**config.mk**
```make
export PLATFORM = sky130hd
export DESIGN_NAME = box_drawer
export DESIGN_NICKNAME = d
export VERILOG_FILES = /design/src/rtl/pong_pkg.sv /design/src/rtl/rect_scanner.sv /design/src/rtl/box_drawer.sv
export SDC_FILE = /design/constraint.sdc
export NUM_CORES = 1
export LEC_CHECK = 0
export CAP_MARGIN = 20
export CORE_MARGIN = 2
export CORE_UTILIZATION = 49
export CTS_BUF_LIST = sky130_fd_sc_hd__clkbuf_4
export DETAILED_ROUTE_END_ITERATION = 12
export PLACE_DENSITY = 0.78
export SLEW_MARGIN = 20
export SYNTH_ARGS = -nofsm -noshare
export SYNTH_HDL_FRONTEND = slang
export SYNTH_SLANG_ARGS = --single-unit
```
**constraint.sdc**
```tcl
create_clock -name clock -period 2.1 [get_ports clock]
set_input_delay 0.21 -clock clock [delete_from_list [all_inputs] [get_ports clock]]
set_output_delay 0.21 -clock clock [all_outputs]
set_load 0.03 [all_outputs]
```
**src/rtl/pong_pkg.sv**
```systemverilog
// -----------------------------------------------------------------------------
// pong_pkg
// Shared definitions for the pong pixel pipeline: screen geometry defaults,
// the 3-bit colour type, the default background colour and the box_drawer
// state encoding.
// No ports (package).
// -----------------------------------------------------------------------------
package pong_pkg;

    // Visible frame-buffer geometry.
    localparam logic [8:0] SCREEN_W = 9'd320;
    localparam logic [8:0] SCREEN_H = 9'd240;

    // One bit per RGB channel.
    typedef logic [2:0] color_t;

    // Colour used to erase a previously drawn box.
    localparam color_t BG_COLOR_DEFAULT = 3'b000;

    typedef enum logic [1:0] {
        S_IDLE,
        S_ERASE,
        S_DRAW
    } drawer_state_t;

endpackage

```
**src/rtl/rect_scanner.sv**
```systemverilog
// -----------------------------------------------------------------------------
// rect_scanner
// Row-major column/row counter pair walking a BOX_WIDTH x BOX_HEIGHT
// rectangle, one position per advancing cycle. Wraps back to (0,0) after the
// last position so the next phase starts from the origin.
// Ports:
//   clock    in   system clock
//   reset_n  in   synchronous active-low reset
//   clear    in   force both counters to zero
//   advance  in   step to the next position
//   col      out  current column, 0..BOX_WIDTH-1
//   row      out  current row, 0..BOX_HEIGHT-1
//   last     out  current position is the final one of the rectangle
// -----------------------------------------------------------------------------
module rect_scanner #(
    parameter logic [8:0] BOX_WIDTH  = 9'd10,
    parameter logic [8:0] BOX_HEIGHT = 9'd48
) (
    input  logic       clock,
    input  logic       reset_n,
    input  logic       clear,
    input  logic       advance,
    output logic [8:0] col,
    output logic [8:0] row,
    output logic       last
);

    logic col_end;
    logic row_end;

    assign col_end = (col == BOX_WIDTH - 9'd1);
    assign row_end = (row == BOX_HEIGHT - 9'd1);
    assign last    = col_end && row_end;

    always_ff @(posedge clock) begin
        if (!reset_n || clear) begin
            col <= 9'd0;
            row <= 9'd0;
        end else if (advance) begin
            if (col_end) begin
                col <= 9'd0;
                row <= row_end ? 9'd0 : row + 9'd1;
            end else begin
                col <= col + 9'd1;
            end
        end
    end

endmodule

```
**src/rtl/box_drawer.sv**
```systemverilog
// -----------------------------------------------------------------------------
// box_drawer
// Pixel stage behind one location processor. Accepts a box position/colour
// over valid/ready, erases the previously drawn box in the background colour
// (optional), then plots the new box one pixel per clock to the VGA adapter.
// Optional feature: define DRAWER_ERASE_EN to enable the erase phase; without
// it every transfer goes straight to drawing and the old box is left behind.
// Ports:
//   clock      in   system clock
//   reset_n    in   synchronous active-low reset
//   m_valid    in   upstream request valid
//   m_ready    out  drawer idle and able to accept a request
//   box_x      in   new box top-left x
//   box_y      in   new box top-left y
//   in_color   in   new box colour
//   vga_x      out  pixel x
//   vga_y      out  pixel y
//   vga_color  out  pixel colour
//   vga_plot   out  write strobe, one pixel per high cycle
// -----------------------------------------------------------------------------
module box_drawer
    import pong_pkg::*;
#(
    parameter logic [8:0] BOX_WIDTH     = 9'd10,
    parameter logic [8:0] BOX_HEIGHT    = 9'd48,
    parameter logic [8:0] SCREEN_WIDTH  = SCREEN_W,
    parameter logic [8:0] SCREEN_HEIGHT = SCREEN_H,
    parameter color_t     BG_COLOR      = BG_COLOR_DEFAULT
) (
    input  logic       clock,
    input  logic       reset_n,
    input  logic       m_valid,
    output logic       m_ready,
    input  logic [8:0] box_x,
    input  logic [8:0] box_y,
    input  logic [2:0] in_color,
    output logic [8:0] vga_x,
    output logic [7:0] vga_y,
    output logic [2:0] vga_color,
    output logic       vga_plot
);

    drawer_state_t state;

    logic [8:0] new_x;
    logic [8:0] new_y;
    color_t     new_color;

`ifdef DRAWER_ERASE_EN
    logic [8:0] old_x;
    logic [8:0] old_y;
    logic       have_old;
`endif

    logic [8:0] col;
    logic [8:0] row;
    logic       last;
    logic       active;

    assign active  = (state != S_IDLE);
    assign m_ready = !active;

    // Counters sit at the origin while idle and wrap on the last pixel, so
    // they are already cleared on entry to either phase.
    rect_scanner #(
        .BOX_WIDTH (BOX_WIDTH),
        .BOX_HEIGHT(BOX_HEIGHT)
    ) u_scanner (
        .clock  (clock),
        .reset_n(reset_n),
        .clear  (!active),
        .advance(active),
        .col    (col),
        .row    (row),
        .last   (last)
    );

    always_ff @(posedge clock) begin
        if (!reset_n) begin
            state     <= S_IDLE;
            new_x     <= 9'd0;
            new_y     <= 9'd0;
            new_color <= 3'd0;
`ifdef DRAWER_ERASE_EN
            old_x     <= 9'd0;
            old_y     <= 9'd0;
            have_old  <= 1'b0;
`endif
        end else begin
            case (state)
                S_IDLE: begin
                    if (m_valid) begin
                        new_x     <= box_x;
                        new_y     <= box_y;
                        new_color <= in_color;
`ifdef DRAWER_ERASE_EN
                        state     <= have_old ? S_ERASE : S_DRAW;
`else
                        state     <= S_DRAW;
`endif
                    end
                end
                S_ERASE: begin
                    if (last) state <= S_DRAW;
                end
                S_DRAW: begin
                    if (last) begin
                        state    <= S_IDLE;
`ifdef DRAWER_ERASE_EN
                        old_x    <= new_x;
                        old_y    <= new_y;
                        have_old <= 1'b1;
`endif
                    end
                end
                default: state <= S_IDLE;
            endcase
        end
    end

    logic [8:0] base_x;
    logic [8:0] base_y;
    color_t     pix_color;
    logic [9:0] px;
    logic [9:0] py;

    always_comb begin
        base_x    = new_x;
        base_y    = new_y;
        pix_color = new_color;
`ifdef DRAWER_ERASE_EN
        if (state == S_ERASE) begin
            base_x    = old_x;
            base_y    = old_y;
            pix_color = BG_COLOR;
        end
`endif
    end

    // 10-bit sums so boxes hanging past the right/bottom edge are detected
    // instead of wrapping back onto the visible area.
    assign px = {1'b0, base_x} + {1'b0, col};
    assign py = {1'b0, base_y} + {1'b0, row};

    assign vga_plot  = active && (px < {1'b0, SCREEN_WIDTH}) && (py < {1'b0, SCREEN_HEIGHT});
    assign vga_x     = active ? px[8:0] : 9'd0;
    assign vga_y     = active ? py[7:0] : 8'd0;
    // Idle presents the background colour (zero with the default palette).
    assign vga_color = active ? pix_color : BG_COLOR;

endmodule

```
==> results of run 1 <==
[flip-flops by register name, indices dropped and copies added (netlist names)]
| name | flops |
|---|---|
| u_scanner.row | 9 |
| base_x | 9 |
| u_scanner.col | 9 |
| base_y | 9 |
| new_color | 3 |
| state | 1 |
[power groups by stage]
stage	clock, mW	combinational, mW	sequential (mW)
finish	0.527	0.310	0.809
detailed placement	0	0.271	0.818
global route	0.574	0.336	0.812
global placement	0	0.267	0.817
CTS	0.537	0.288	0.806
floorplan	0	0.146	0.813
[final cells by class]
class                   count  area (um2)
repair buffers             95         835
inverters                   7        28.8
multi-input cells         240        1860
flip-flops and latches     40         823
clock inverters             3        42.5
clock buffers               5        37.5
fillers                   329        1070
well taps                  67        83.8
[critical path: cells and delay by family, from the launching register on]
kind	cells	cell delay [ns]
AOI/OAI and AO/OA	2	0.39
adders and majority gates	2	0.55
DFF	1	0.36
and+or+nand+nor	4	0.61
buffers and inverters	1	0.13
[through the flow]
stage	hold WS [ns]	total power, mW	cell area [um2]	setup TNS (ns)
floorplan	0.348	0.959	2470	-0.115
global placement	0.445	1.08	3260	-0.318
detailed placement	0.454	1.09	3260	-0.459
CTS	0.376	1.63	3560	-2.33
global route	0.383	1.72	3710	-3.81
finish	0.387	1.65	3710	-2.62
[cells by family (layout without fill, tap and decap cells)]
| family | Yosys count | after routing | share of synthesized area [%] |
|---|---|---|---|
| AND/OR/NAND/NOR | 132 | 132 | 26.3 |
| AO/OA/AOI/OAI | 61 | 61 | 17.5 |
| adder cells (fa/ha/maj) | 23 | 23 | 12.3 |
| buffers and inverters | 16 | 110 | 2.75 |
| flip-flops | 40 | 40 | 32.6 |
| XOR/XNOR | 24 | 24 | 8.55 |
[synth_stat cells (all sizes together) (4+ instances only)]
| cell type | n |
|---|---|
| nand2 | 53 |
| dfxtp | 40 |
| nor2 | 34 |
| a21boi | 21 |
| ha | 21 |
| and2 | 14 |
| xnor2 | 12 |
| xor2 | 12 |
| a21oi | 10 |
| nand4 | 9 |
| clkbuf | 8 |
| a21o | 7 |
| inv | 7 |
| o21ai | 6 |
| nor3 | 5 |
| a211oi | 4 |
| nor2b | 4 |
[metal layers]
layer / vias to the layer above / global-route usage [%] / part of all wire (%)
met5: - / 0 / 0
met4: 0 / 10.3 / 2.1
met1: 1128 / 33.5 / 46
met3: 13 / 4.42 / 3.7
li1: 1207 / - / -
met2: 60 / 39.9 / 48
[path summary, 6_finish.rpt]
path                         start                to  slack, ns  cells past startpoint
setup / recovery  u_scanner.row[0]          vga_plot      -0.51                      9
hold / removal         in_color[1]      new_color[1]       0.39                      3
setup reg to reg  u_scanner.col[1]  u_scanner.row[4]       0.10                      9
hold reg to reg       new_color[2]      new_color[2]       0.47                      2
[what timing repair did]
item | CTS | global route
setup endpoints to repair | 14 | 25
buffers inserted | 4 | 7
gates resized for setup | 55 | 37
hold buffers | 0 | 0
pin swaps | 24 | 15
==> qor.yml, run 1 <==
path_class: "register to output port"
routed_wl_mm: 6.86
arrival_ns: 2.40
core_um2: 4790
stdcell_count: 457
syn_inst: 296
grt_overflow: 0
layout_common_cells: "nand2_1, buf_4, nor2_1"
yosysWarnings: 0
p_leak_nw: 1.61
relSlewSlack_pct: 74.7
area_delta_synth_final_pct: 51.0
clk_pin_slew_ns: 0.14
grt_max_degree: 23
place.port_buffers: 45
outcome: "complete, but fails checks"
cts-root-buf: "clkbuf_4"
num-nets-final: 436
grt_pass1_wl_mm: 10.6
start_util_pct: 51.4
numCtsBuffers: 5
share_comb_of_total_power_pct: 18.8
crit_path_start_kind: "register"
preCtsSetupSlack_ns: -0.260
synth_top_area_share_pct: 32.6
syn_area_um2: 2460
yosysTopAreaCell: "dfxtp_1"
synth_area_per_cell_um2: 8.31
place_congestion: 0.867
remaining_drc_errors: 0
synth_edf_count: 0
p_clk_share_pct: 32.0
endpoint_kind: "output port"
intPower_mw: 1.19
clock_sinks: 40
vias: 2408
drive_gt1_share_pct: 35.4
drt_iter0_drc: 90
slew_viol_final: 0
dieArea_um2: 5600
die_width_um: 74.9
antenna_found_initial: 0
vdd_drop_max_v: 0.000357
violations: "negative setup slack"
tightest_slew_ns: 0.376
switching_power_mw: 0.455
clock_path_buffers: 2
worst-path-max-fanout: 3
fin_util_pct: 77.6
fmax_mhz: 383
synthFlopType: "dfxtp_1"
rows: 25
critical-path-max-stage-delay_ns: 0.38
async_reset_ff_share_pct: 0
firstDrtPassIters: 4
power.density_nw_per_um2: 443
ios: 46
synth_fp_nets: 343
ys_seq_area_share_pct: 32.6
cts_tree: "done"
skew_ns: 0.0133
fin_crit_sh_pct: 124
cpMaxStageDelayCell: "fa_2"
crit_required_ns: 1.89
worst_slack_ns: -0.511
num_antenna_cells: 0
maxCapViolCount: 0
synth_area_leaders: "dfxtp_1, ha_1, nand2_1, a21boi_0, nor2_1"
rsz0062_at_grt: "yes"
fin_crit_ns: 2.61
synth_seq_cells: 40
crit_chain: "ha_4, fa_2, a21o_1, a21oi_2, nor2_1, nor4bb_1, nor3_1, and4_4, buf_6"
track_usage_pct: 25.0
seqPwrFrac_pct: 49.1
finalSetupViolations: 10
dp.final_hpwl_mm: 4.53
viasPerCell: 5.27
wl_per_cell_um: 15.0
hold_viol: 0
insertion_delay_ns: 0.36
postRouteAntennaNets: 0
die_height_um: 74.9
grt_pass1_vias: 2254
dp_cells: 444
swShare_pct: 27.6
synth_cell_types: 45
hp-class: "input pin to register"
htree_num_levels: 2
Power figures use the tool's default switching activity.
==> run 2: changes to the inputs <==
--- a/config.mk
+++ b/config.mk
@@ -11,6 +11,7 @@
 export CTS_BUF_LIST = sky130_fd_sc_hd__clkbuf_4
 export DETAILED_ROUTE_END_ITERATION = 12
 export PLACE_DENSITY = 0.78
+export SKIP_LAST_GASP = 1
 export SLEW_MARGIN = 20
 export SYNTH_ARGS = -nofsm -noshare
 export SYNTH_HDL_FRONTEND = slang
==> qor.yml, run 2 (same netlist as run 1, synthesis figures left out) <==
hp-class: "input pin to register"
firstDrtPassIters: 4
clock_path_buffers: 2
cts-root-buf: "clkbuf_4"
grt_pass1_wl_mm: 10.3
worstHoldPathCells: 3
track_usage_pct: 24.4
rsz0062_at_grt: "yes"
fin_area_um2: 3660
worst-path-max-fanout: 3
cpMaxStageDelayCell: "fa_2"
violations: "negative setup slack"
crit_required_ns: 1.89
crit_path_start_kind: "register"
drt_iter0_drc: 73
num_antenna_cells: 0
hold_viol: 0
htree_num_levels: 2
die_width_um: 74.9
placed_area_um2: 3260
crit_family: "simple AND/OR/NAND/NOR gates"
remaining_drc_errors: 0
cts_tree: "done"
insertion_delay_ns: 0.36
postRouteAntennaNets: 0
path_class: "register to output port"
finalSetupTns_ns: -2.55
routed_wl_mm: 6.54
outcome: "complete, but fails checks"
vias: 2384
path_buf_inv: 1
r2r_slack_ns: 0.12
wl_per_cell_um: 14.4
place.port_buffers: 45
numCtsBuffers: 5
fin_crit_ns: 2.61
r2r_start: "u_scanner.col[1]"
clk_pin_slew_ns: 0.13
power.density_nw_per_um2: 448
r2r.worst_path.cells: 9
p_leak_nw: 1.53
layout_common_cells: "nand2_1, buf_4, nor2_1"
area_delta_synth_final_pct: 48.7
fill_cells: 337
rr_endpoint: "u_scanner.row[1]"
slew_viol_final: 0
num-nets-final: 434
die_height_um: 74.9
grt_max_degree: 23
final_common_cell: "nand2_1"
core_um2: 4790
maxCapViolCount: 0
clock_sinks: 40
critical-path-max-stage-delay_ns: 0.37
hold_end: "new_color[1]"
place_congestion: 0.867
finalSetupViolations: 10
worst_slack_ns: -0.511
fin_crit_sh_pct: 124
grt_overflow: 0
arrival_ns: 2.40
grt_pass1_vias: 2205
hp-start: "in_color[1]"
ios: 46
fmax_mhz: 383
rows: 25
skew_ns: 0.00804
relSlewSlack_pct: 74.6
dieArea_um2: 5600
vdd_drop_max_v: 0.000355
dp.final_hpwl_mm: 4.53
tightest_slew_ns: 0.378
drive_gt1_share_pct: 33.8
viasPerCell: 5.24
start_util_pct: 51.4
endpoint_kind: "output port"
antenna_found_initial: 0
holdBufCountCts: 0
critical_path.startpoint: "u_scanner.row[0]"
crit_chain: "ha_4, fa_2, a21o_1, a21oi_2, nor2_1, nor4bb_1, nor3_1, and4_4, buf_6"
==> run 2: power breakdown <==
| group | total [mW] | leakage [nW] | switching (mW) | internal (mW) |
|---|---|---|---|---|
| combinational | 0.304 | 1.16 | 0.150 | 0.154 |
| sequential | 0.808 | 0.332 | 0.0224 | 0.785 |
| clock | 0.526 | 0.0412 | 0.278 | 0.248 |
| total | 1.64 | 1.53 | 0.450 | 1.19 |
==> run 2: per-stage QoR <==
stage | util (%) | setup WS (ns) | instances | power (mW) | hold slack [ns]
floorplan | - | -0.0835 | 296 | 0.959 | 0.348
global placement | 68.2 | -0.217 | 444 | 1.08 | 0.445
detailed placement | 68.2 | -0.260 | 444 | 1.09 | 0.454
CTS | 73.9 | -0.501 | 453 | 1.63 | 0.376
global route | 76.4 | -0.602 | 455 | 1.71 | 0.388
finish | 76.4 | -0.511 | 455 | 1.64 | 0.391
==> run 2: worst reg2reg max path, stage by stage, from the launching register on <==
cell and delay, ns:
dfxtp_2 0.36, inv_1 0.12, buf_4 0.12, ha_1 0.12
nor4bb_4 0.31, and3_4 0.23, and3_4 0.21, nand4_2 0.15
nand3_4 0.18, a211oi_1 0.07
==> run 2: what timing repair did <==
item,CTS,global route
gates cloned,0,0
resized for setup,50,31
setup endpoints to repair,14,24
pin swaps,23,14
buffers inserted,4,6
==> run 2: worst max path at each step <==
stage / endpoint / slack [ns] / depth (start not counted)
6_report: vga_plot / -0.51 / 9
5_1_grt: vga_plot / -0.60 / 10
4_1_cts: vga_plot / -0.50 / 9
3_5_place_dp: vga_plot / -0.26 / 9
3_3_place_gp: vga_plot / -0.22 / 9
2_1_floorplan: vga_plot / -0.08 / 8
==> run 2: layer usage <==
| metal | track usage (%) | share of wire [%] | up-vias |
|---|---|---|---|
| li1 | - | - | 1203 |
| met4 | 9.92 | 1.9 | 0 |
| met1 | 33.2 | 48 | 1110 |
| met5 | 0 | 0 | - |
| met2 | 38.2 | 47 | 60 |
| met3 | 4.42 | 3.5 | 11 |
==> run 2: layout make-up <==
class                           instances  area, um2  area share [%]
Timing Repair Buffer                   93        806            22.0
Tap cell                               67       83.8            2.29
Multi-Input combinational cell        240       1840            50.3
Clock buffer                            5       37.5            1.03
Clock inverter                          3       42.5            1.16
Inverter                                7       28.8           0.787
Sequential cell                        40        820            22.4
==> run 3: changes to the inputs <==
--- a/config.mk
+++ b/config.mk
@@ -11,7 +11,6 @@
 export CTS_BUF_LIST = sky130_fd_sc_hd__clkbuf_4
 export DETAILED_ROUTE_END_ITERATION = 12
 export PLACE_DENSITY = 0.78
-export SKIP_LAST_GASP = 1
 export SLEW_MARGIN = 20
 export SYNTH_ARGS = -nofsm -noshare
 export SYNTH_HDL_FRONTEND = slang
==> results of run 3 <==
Same layout as run 1: the final DEF is identical, and so are final timing and power.
